<file path="src/rtl/aes_pkg.sv">
// Shared AES inverse-round definitions: byte indexing, GF(2^8) constant multipliers, FSM states.
package aes_pkg;

  typedef enum logic [1:0] {
    ST_IDLE = 2'd0,
    ST_RUN  = 2'd1,
    ST_DONE = 2'd2
  } state_t;

  // Column-major state layout: byte k = 4*col + row.
  function automatic int idx(input int row, input int col);
    return 4 * col + row;
  endfunction

  function automatic logic [7:0] xtime(input logic [7:0] a);
    return {a[6:0], 1'b0} ^ (a[7] ? 8'h1b : 8'h00);
  endfunction

  function automatic logic [7:0] gf_mul09(input logic [7:0] a);
    logic [7:0] x2, x4, x8;
    x2 = xtime(a);
    x4 = xtime(x2);
    x8 = xtime(x4);
    return x8 ^ a;
  endfunction

  function automatic logic [7:0] gf_mul0b(input logic [7:0] a);
    logic [7:0] x2, x4, x8;
    x2 = xtime(a);
    x4 = xtime(x2);
    x8 = xtime(x4);
    return x8 ^ x2 ^ a;
  endfunction

  function automatic logic [7:0] gf_mul0d(input logic [7:0] a);
    logic [7:0] x2, x4, x8;
    x2 = xtime(a);
    x4 = xtime(x2);
    x8 = xtime(x4);
    return x8 ^ x4 ^ a;
  endfunction

  function automatic logic [7:0] gf_mul0e(input logic [7:0] a);
    logic [7:0] x2, x4, x8;
    x2 = xtime(a);
    x4 = xtime(x2);
    x8 = xtime(x4);
    return x8 ^ x4 ^ x2;
  endfunction

endpackage

</file>
<file path="src/rtl/aes_inv_mix_column.sv">
// Combinational InvMixColumns of one 32-bit column; row 0 sits in bits [31:24].
module aes_inv_mix_column
  import aes_pkg::*;
(
  input  logic [31:0] i_col,
  output logic [31:0] o_col
);

  logic [7:0] w_a [4];

  for (genvar r = 0; r < 4; r++) begin : g_row
    assign w_a[r] = i_col[31-8*r -: 8];
    assign o_col[31-8*r -: 8] = gf_mul0e(w_a[r])
                              ^ gf_mul0b(w_a[(r+1)%4])
                              ^ gf_mul0d(w_a[(r+2)%4])
                              ^ gf_mul09(w_a[(r+3)%4]);
  end

endmodule

</file>
<file path="src/rtl/aes_inv_round_unit.sv">
// Inverse AES round: InvMixColumns(InvShiftRows(state) ^ key), mixed column-serially.
// Byte k of a 128-bit bus lives in bits [127-8k -: 8] (byte 0 leftmost in a hex literal).
module aes_inv_round_unit
  import aes_pkg::*;
#(
  parameter int COLS_PER_CYCLE = 1
) (
  input  logic         clk,
  input  logic         rst,
  input  logic         in_valid,
  output logic         in_ready,
  input  logic [127:0] in_state,
  input  logic [127:0] in_rkey,
  input  logic         in_last,
  output logic         out_valid,
  input  logic         out_ready,
  output logic [127:0] out_state
);

  if (!(COLS_PER_CYCLE == 1 || COLS_PER_CYCLE == 2 || COLS_PER_CYCLE == 4)) begin : g_bad_cols
    $error("aes_inv_round_unit: COLS_PER_CYCLE must be 1, 2 or 4");
  end

  localparam logic [1:0] LAST_COL = 2'(4 - COLS_PER_CYCLE);

  state_t       r_state;
  logic [1:0]   r_col;
  logic [127:0] r_work;
  logic         r_out_valid;

  logic [127:0] w_ark;
  logic [127:0] w_work_nxt;
  logic [COLS_PER_CYCLE-1:0][1:0]  w_sel;
  logic [COLS_PER_CYCLE-1:0][31:0] w_mix_in;
  logic [COLS_PER_CYCLE-1:0][31:0] w_mix_out;

  // Input network: row r of the output column c comes from column (c-r) mod 4; key is unshifted.
  for (genvar c = 0; c < 4; c++) begin : g_isr_col
    for (genvar r = 0; r < 4; r++) begin : g_isr_row
      localparam int D = idx(r, c);
      localparam int S = idx(r, (c - r + 4) % 4);
      assign w_ark[127-8*D -: 8] = in_state[127-8*S -: 8] ^ in_rkey[127-8*D -: 8];
    end
  end

  for (genvar g = 0; g < COLS_PER_CYCLE; g++) begin : g_lane
    assign w_sel[g]    = r_col + 2'(g);
    assign w_mix_in[g] = r_work[127-32*int'(w_sel[g]) -: 32];
    aes_inv_mix_column u_mix (
      .i_col (w_mix_in[g]),
      .o_col (w_mix_out[g])
    );
  end

  always_comb begin
    w_work_nxt = r_work;
    for (int g = 0; g < COLS_PER_CYCLE; g++)
      w_work_nxt[127-32*int'(w_sel[g]) -: 32] = w_mix_out[g];
  end

  always_ff @(posedge clk) begin
    if (rst) begin
      r_state     <= ST_IDLE;
      r_col       <= 2'd0;
      r_work      <= '0;
      r_out_valid <= 1'b0;
    end else begin
      unique case (r_state)
        ST_IDLE: begin
          if (in_valid) begin
            r_work <= w_ark;
            r_col  <= 2'd0;
            if (in_last) begin
              r_state     <= ST_DONE;
              r_out_valid <= 1'b1;
            end else begin
              r_state <= ST_RUN;
            end
          end
        end
        ST_RUN: begin
          r_work <= w_work_nxt;
          r_col  <= r_col + 2'(COLS_PER_CYCLE);
          if (r_col == LAST_COL) begin
            r_state     <= ST_DONE;
            r_out_valid <= 1'b1;
          end
        end
        ST_DONE: begin
          if (out_ready) begin
            r_state     <= ST_IDLE;
            r_out_valid <= 1'b0;
          end
        end
        default: begin
          r_state     <= ST_IDLE;
          r_out_valid <= 1'b0;
        end
      endcase
    end
  end

  assign in_ready  = (r_state == ST_IDLE) && !rst;
  assign out_valid = r_out_valid;
  assign out_state = r_work;

endmodule

</file>
<file path="config.mk">
export PLATFORM = sky130hd
export DESIGN_NAME = aes_inv_round_unit
export DESIGN_NICKNAME = d
export VERILOG_FILES = /design/src/rtl/aes_pkg.sv /design/src/rtl/aes_inv_mix_column.sv /design/src/rtl/aes_inv_round_unit.sv
export SDC_FILE = /design/constraint.sdc
export NUM_CORES = 1
export LEC_CHECK = 0
export BUFFER_PORTS_ARGS = -buffer_cell sky130_fd_sc_hd__buf_2
export CORE_ASPECT_RATIO = 1.25
export CORE_MARGIN = 2
export CORE_UTILIZATION = 35
export CTS_BUF_LIST = sky130_fd_sc_hd__clkbuf_16
export DETAILED_ROUTE_END_ITERATION = 16
export GPL_ROUTABILITY_DRIVEN = 0
export HOLD_SLACK_MARGIN = 0.15
export PLACE_DENSITY_LB_ADDON = 0.15
export SYNTH_ARGS = -nofsm -noshare
export SYNTH_HDL_FRONTEND = slang
export SYNTH_SLANG_ARGS = --single-unit
</file>
<file path="constraint.sdc">
create_clock -name clk -period 8.6 [get_ports clk]
set_input_delay 1.29 -clock clk [delete_from_list [all_inputs] [get_ports clk]]
set_output_delay 1.29 -clock clk [all_outputs]
set_load 0.005 [all_outputs]
</file>
Word-level counts from Yosys, hierarchy flattened
Cells that the tools add are included.

storage, ports and cells
  register bits = 133
  output and inout port bits = 130
  word-level logic and storage cells = 115

cells by class
  add/subtract/negate cells = 3
  equality and inequality tests = 7
  shift-type cells = 3
  multiplexer cells = 27
  bitwise logic cells = 64
  reductions and logical operators = 7

operator list
  operator                     count
  $xor A8 B8 Y8                63
  $pmux W128 S2                1
  $shift A32 B33 Y159 const A  1
  $shiftx A159 B8 Y32          1
  $shiftx A32 B33 Y159         1
  $bwmux W128                  1
  $mux W128                    1
  $mux W5                      12
  $neg A8 Y33                  1
  $mux W2                      5
  $ne A2 B2 Y1 const B         4
  $sub A7 B7 Y8 const A        1
  $xor A8 B5 Y8                1
  $pmux W2 S3                  1
  $eq A2 B2 Y1 const B         2
  $mux W1                      4
  $pmux W2 S2                  1
  $reduce_and A4 Y1            1
  $pmux W1 S3                  1
  $reduce_and A3 Y1            1
  $add A2 B1 Y2 const B        1
  $eq A2 B1 Y1 const B         1
  $logic_not A2 Y1             1
  $reduce_and A2 Y1            1
  3 further kinds              3

Depth between registers and ports, before layout
  depth after elaboration = 16
  mapped depth = 11
  mapped depth without buffers = 7

Modules after synthesis
A second synthesis with hierarchy kept.

second synthesis, totals
  cells, all modules = 1042
  area total of the unflattened synthesis = 11139.4 um2

modules (own cells, without submodules)
  module              times used  cells an instance  area an instance (um2)  seq. area each (um2)
  aes_inv_round_unit  1           828                8733.4                  2662.6
  aes_inv_mix_column  1           214                2406.1                  0.0

Worst setup path after synthesis
No wires, ideal clock.

  kind = input port to output port
  from = input rst
  to = output in_ready
  arrival = 2.150 ns
  data required time = 7.310 ns
  path slack = 5.160 ns
  stages on the path = 4
  buffers on the path = 3
  cell sequence = clkbuf_1 -> clkbuf_1 -> clkbuf_1 -> nor3_1

on the way
  longest elaborated chain between the ends = 2

RTL lines
  what                 RTL line                   RTL
  start: declaration   aes_inv_round_unit.sv:9    input logic rst,
  $logic_not A1 Y1     aes_inv_round_unit.sv:103  assign in_ready = (r_state == ST_IDLE) && !rst;
  $logic_and A1 B1 Y1  aes_inv_round_unit.sv:103
  end: declaration     aes_inv_round_unit.sv:11   output logic in_ready,

No other way between the ends.

Final worst setup path
  from = register r_col[0]
  to = register r_work[4] (netlist: out_state[4])

on the way
  longest elaborated chain between the ends = 14
  elaborated cells on any way between the ends = 67
  those cells by class = add/sub (2); shift (3); mux (14); bitwise (48)

RTL lines
  what                                                    RTL line                                            RTL
  start: declaration                                      aes_inv_round_unit.sv:27                            logic [1:0] r_col;
  start signal: assignment                                aes_inv_round_unit.sv:83                            r_col <= r_col + 2'(COLS_PER_CYCLE);
  $sub A7 B7 Y8 (*)                                       aes_inv_round_unit.sv:48, aes_inv_round_unit.sv:58
  $shiftx A159 B8 Y32                                     aes_inv_round_unit.sv:48                            assign w_mix_in[g] = r_work[127-32*int'(w_sel[g]) -: 32];
  $xor A8 B8 Y8 or $mux W5 (tied branches) (2 in series)  aes_pkg.sv:16                                       return {a[6:0], 1'b0} ^ (a[7] ? 8'h1b : 8'h00);
  $mux W5 or $xor A8 B8 Y8 (tied branches)                aes_pkg.sv:16
  $xor A8 B5 Y8 or $xor A8 B8 Y8 (tied branches)          aes_pkg.sv:16
  $xor A8 B8 Y8 (on tied branches)                        aes_pkg.sv:40, aes_pkg.sv:48, aes_pkg.sv:32
  $xor A8 B8 Y8 (on tied branches)                        aes_pkg.sv:48, aes_pkg.sv:32
  $xor A8 B8 Y8                                           aes_inv_mix_column.sv:14                            ^ gf_mul0b(w_a[(r+1)%4])
  $xor A8 B8 Y8                                           aes_inv_mix_column.sv:15                            ^ gf_mul0d(w_a[(r+2)%4])
  $xor A8 B8 Y8                                           aes_inv_mix_column.sv:16                            ^ gf_mul09(w_a[(r+3)%4]);
  $shiftx A32 B33 Y159                                    aes_inv_round_unit.sv:58                            w_work_nxt[127-32*int'(w_sel[g]) -: 32] = w_mix_out[g];
  $bwmux W128 (*)                                         aes_inv_round_unit.sv:58
  $pmux W128 S2 (*)                                       aes_inv_round_unit.sv:68                            unique case (r_state)
  end signal: assignment                                  aes_inv_round_unit.sv:71                            r_work <= w_ark;
  end signal: assignment                                  aes_inv_round_unit.sv:82                            r_work <= w_work_nxt;
  end: declaration                                        aes_inv_round_unit.sv:28                            logic [127:0] r_work;

Every way passes the cells marked *; elsewhere a longest branch is shown, timed or not.
A chain may end at the register's enable or synchronous reset.

==> results_dict.tcl <==
set metrics [dict create \
    status "complete, no violations" \
    arrival_ps 4170 \
    slew_headroom_pct 10.10 \
    fin_area_um2 12530 \
    clock_path_buffers 2 \
    clock_latency_ps 430 \
    dieHeight_um 190.9 \
    grt-busiest-layer "met2" \
    syn_nets 1263 \
    final-setup-viol-count 0 \
    synth_common_cells "xnor2_1 (144), nor2_1 (139), dfxtp_1 (133)" \
    drv_slew 0 \
    slowest_delay_ps 750 \
    core_um2 27570 \
    p_per_area_nw_per_um2 326.6 \
    dp_cells 1663 \
    use_met1_pct 29.87 \
    hold_violations 0 \
    final.setup_skew_ps 11.07 \
    antenna_found_initial 0 \
    routed_via_density 5.380 \
    synth_edf_count 0 \
    power_mw 4.091 \
    crit_path_top_delay_cell "mux4_2" \
    drcViolationCount 0 \
    ys_top_cells_by_area "dfxtp_1 (27%), xnor2_1 (13%), xor2_1 (9.6%)" \
    drt_iter0_drc 509 \
    cp-end-kind "flop" \
    path_buf_inv 1 \
    final_cells 1695 \
    synthArstFlopShare_pct 0 \
    cp_top_family "XOR/XNOR gates" \
    die_x_um 153.5 \
    initial_core_util_pct 35.48 \
    yosys_register_bits 133 \
    synth_top_area_share_pct 27.22 \
    rows 68 \
    grt_pass1_wl_um 55560 \
    cp-start-kind "flop" \
    yosysTopAreaCell "dfxtp_1" \
    hold-path-endpoint "out_valid" \
    rsz0062_at_grt "no" \
    cts_hold_buf 0 \
    grt_max_degree 84 \
    yosys_warnings 0 \
    cts_resized 0 \
    crit_type "reg2reg" \
    period_minus_slack_ps 3903 \
    r2r_start "r_col[0]" \
    ant_nets 0 \
    met2_usage_pct 46.09 \
    htree_levels 4 \
    cts-root-buf "clkbuf_16" \
    hpwl_um 27270 \
    power_leakage_nw 5.503 \
    syn_inst 998 \
    syn_area_um2 9781 \
    drive_above_1_share_pct 37.32 \
    synth-main-ff-cell "dfxtp_1" \
    syn2layout_area_growth_pct 28.07 \
    period_share_pct 45.38 \
    crit_required_ps 8870 \
    worstMarginPinSlew_ps 1348 \
    rrSetupSlack_ps 4700 \
    die_area_um2 29310 \
    io_pins 391 \
    port-buffer-count 390 \
    cp_cell_sequence "buf_4 > mux4_2 > xnor2_2 > xnor3_1 > xor2_1 > xnor3_1 > a221oi_1 > nor3_1" \
    insertedDiodeCount 0 \
    cts_buffers 17 \
    grt_usage_pct 25.04 \
    cts_sinks 133 \
    setup_tns_ps 0 \
    wl_um 37540 \
    cap_violations 0 \
    dpl_cell_area_um2 11950 \
    wl_per_cell_um 22.15 \
    worst_hold_path.num_cells 2 \
    dr.pass1.iters 7 \
    ys_types 41 \
    via_count 9119 \
    syn_area_per_cell_um2 9.800 \
    r2r.worst_path.cells 8 \
    r2r-end "out_state[4]" \
    hold_class "reg2reg" \
    grt_pass1_vias 9025 \
    finish.net_count 1597 \
    path_clk_slew_ps 70 \
    overflow 0 \
    ir_drop_mv 0.2332 \
    cts_tree "done" \
    fillerInstances 2719 \
    register_area_um2 2665 \
    post-cts-setup-buffers 0 \
    use_met3_pct 3.718 \
    crit_fanout 39 \
    yosysSeqAreaShare_pct 27.22 \
    holdCritStartpoint "out_valid" \
    fmax_mhz 256.2 \
    critPathMostFrequentCell "xnor3_1" \
    multiInputGateArea_um2 6790 \
    synthMostInstantiatedCell "xnor2_1" \
]
-- per-layer routing --
metal  up-vias  wire (um)
li1       4293          -
met1      4352      14580
met4         0        933
met5         -          0
met3        64       2269
met2       410      19750
-- worst max-delay path by stage --
stage              from  depth (start not counted)       endpoint
2_1_floorplan       rst                          4       in_ready
3_3_place_gp   r_col[0]                          8   out_state[4]
3_5_place_dp   r_col[0]                          8   out_state[4]
4_1_cts        r_col[0]                          8   out_state[4]
5_1_grt        r_col[0]                          8  out_state[92]
6_report       r_col[0]                          8   out_state[4]
-- stage by stage --
step | setup WS, ps | utilization, % | hold slack [ps]
4_1_cts | 4645 | 45.44 | 503.2
6_report | 4697 | 45.44 | 501.4
3_5_place_dp | 4675 | 43.33 | 490.1
3_3_place_gp | 4713 | 43.33 | 487.2
5_1_grt | 4431 | 45.44 | 517.0
2_1_floorplan | 5160 | - | 481.3
-- cells in the final DEF, fill, tap and decap left out, drive strengths merged, types with 2 or more instances in the layout --
master / Yosys / layout
a21o: 4 / 4
a21oi: 9 / 9
a221oi: 80 / 80
a311oi: 4 / 4
and3: 2 / 2
buf: 18 / 402
bufinv: 0 / 2
clkbuf: 69 / 17
clkinv: 0 / 3
clkinvlp: 0 / 4
dfxtp: 133 / 133
ha: 4 / 4
inv: 2 / 8
mux4: 32 / 32
nand2: 6 / 6
nand2b: 2 / 2
nand3: 2 / 2
nor2: 139 / 139
nor2b: 2 / 2
nor3: 91 / 91
o21ai: 41 / 41
o221a: 4 / 4
o221ai: 40 / 40
xnor2: 159 / 159
xnor3: 34 / 34
xor2: 108 / 108
xor3: 6 / 6
-- kinds of logic (layout without fill, tap and decap cells) --
logic type / after synthesis / in the layout / synth area share, %
AOI/OAI and AO/OA: 184 / 184 / 15.03
xor gates and xnor gates: 307 / 307 / 34.78
adders and majority gates: 4 / 4 / 0.5117
buffers and inverters: 89 / 436 / 4.017
DFF: 133 / 133 / 27.22
muxes: 32 / 32 / 7.369
and+or+nand+nor: 249 / 249 / 11.07
-- state kept, by name (all words and copies together), names as in the netlist --
signal     cells
r_state        2
out_valid      1
out_state    128
r_col          2
-- power breakdown --
| part | switching, mW | leakage (nW) | internal, mW |
|---|---|---|---|
| combinational | 1.48 | 4.12 | 1.13 |
| clock | 0.307 | 0.276 | 0.429 |
| sequential | 0.0622 | 1.10 | 0.690 |
| total | 1.85 | 5.50 | 2.24 |
-- worst reg2reg max path, stage by stage (launching register included) --
cell and delay [ps]:
dfxtp_2 310, buf_4 590, mux4_2 780, xnor2_2 410
xnor3_1 610, xor2_1 220, xnor3_1 430, a221oi_1 310
nor3_1 80
-- layout make-up --
cell class / instances / share of cell area [%]
tap: 350 / 3.496
multi-input combinational: 776 / 54.21
clock buffer: 17 / 3.396
timing repair buffer: 402 / 16.32
clock inverter: 15 / 1.239
sequential: 133 / 21.28
inverter: 2 / 0.05993
Note: power is estimated with default switching activity, not from simulation.
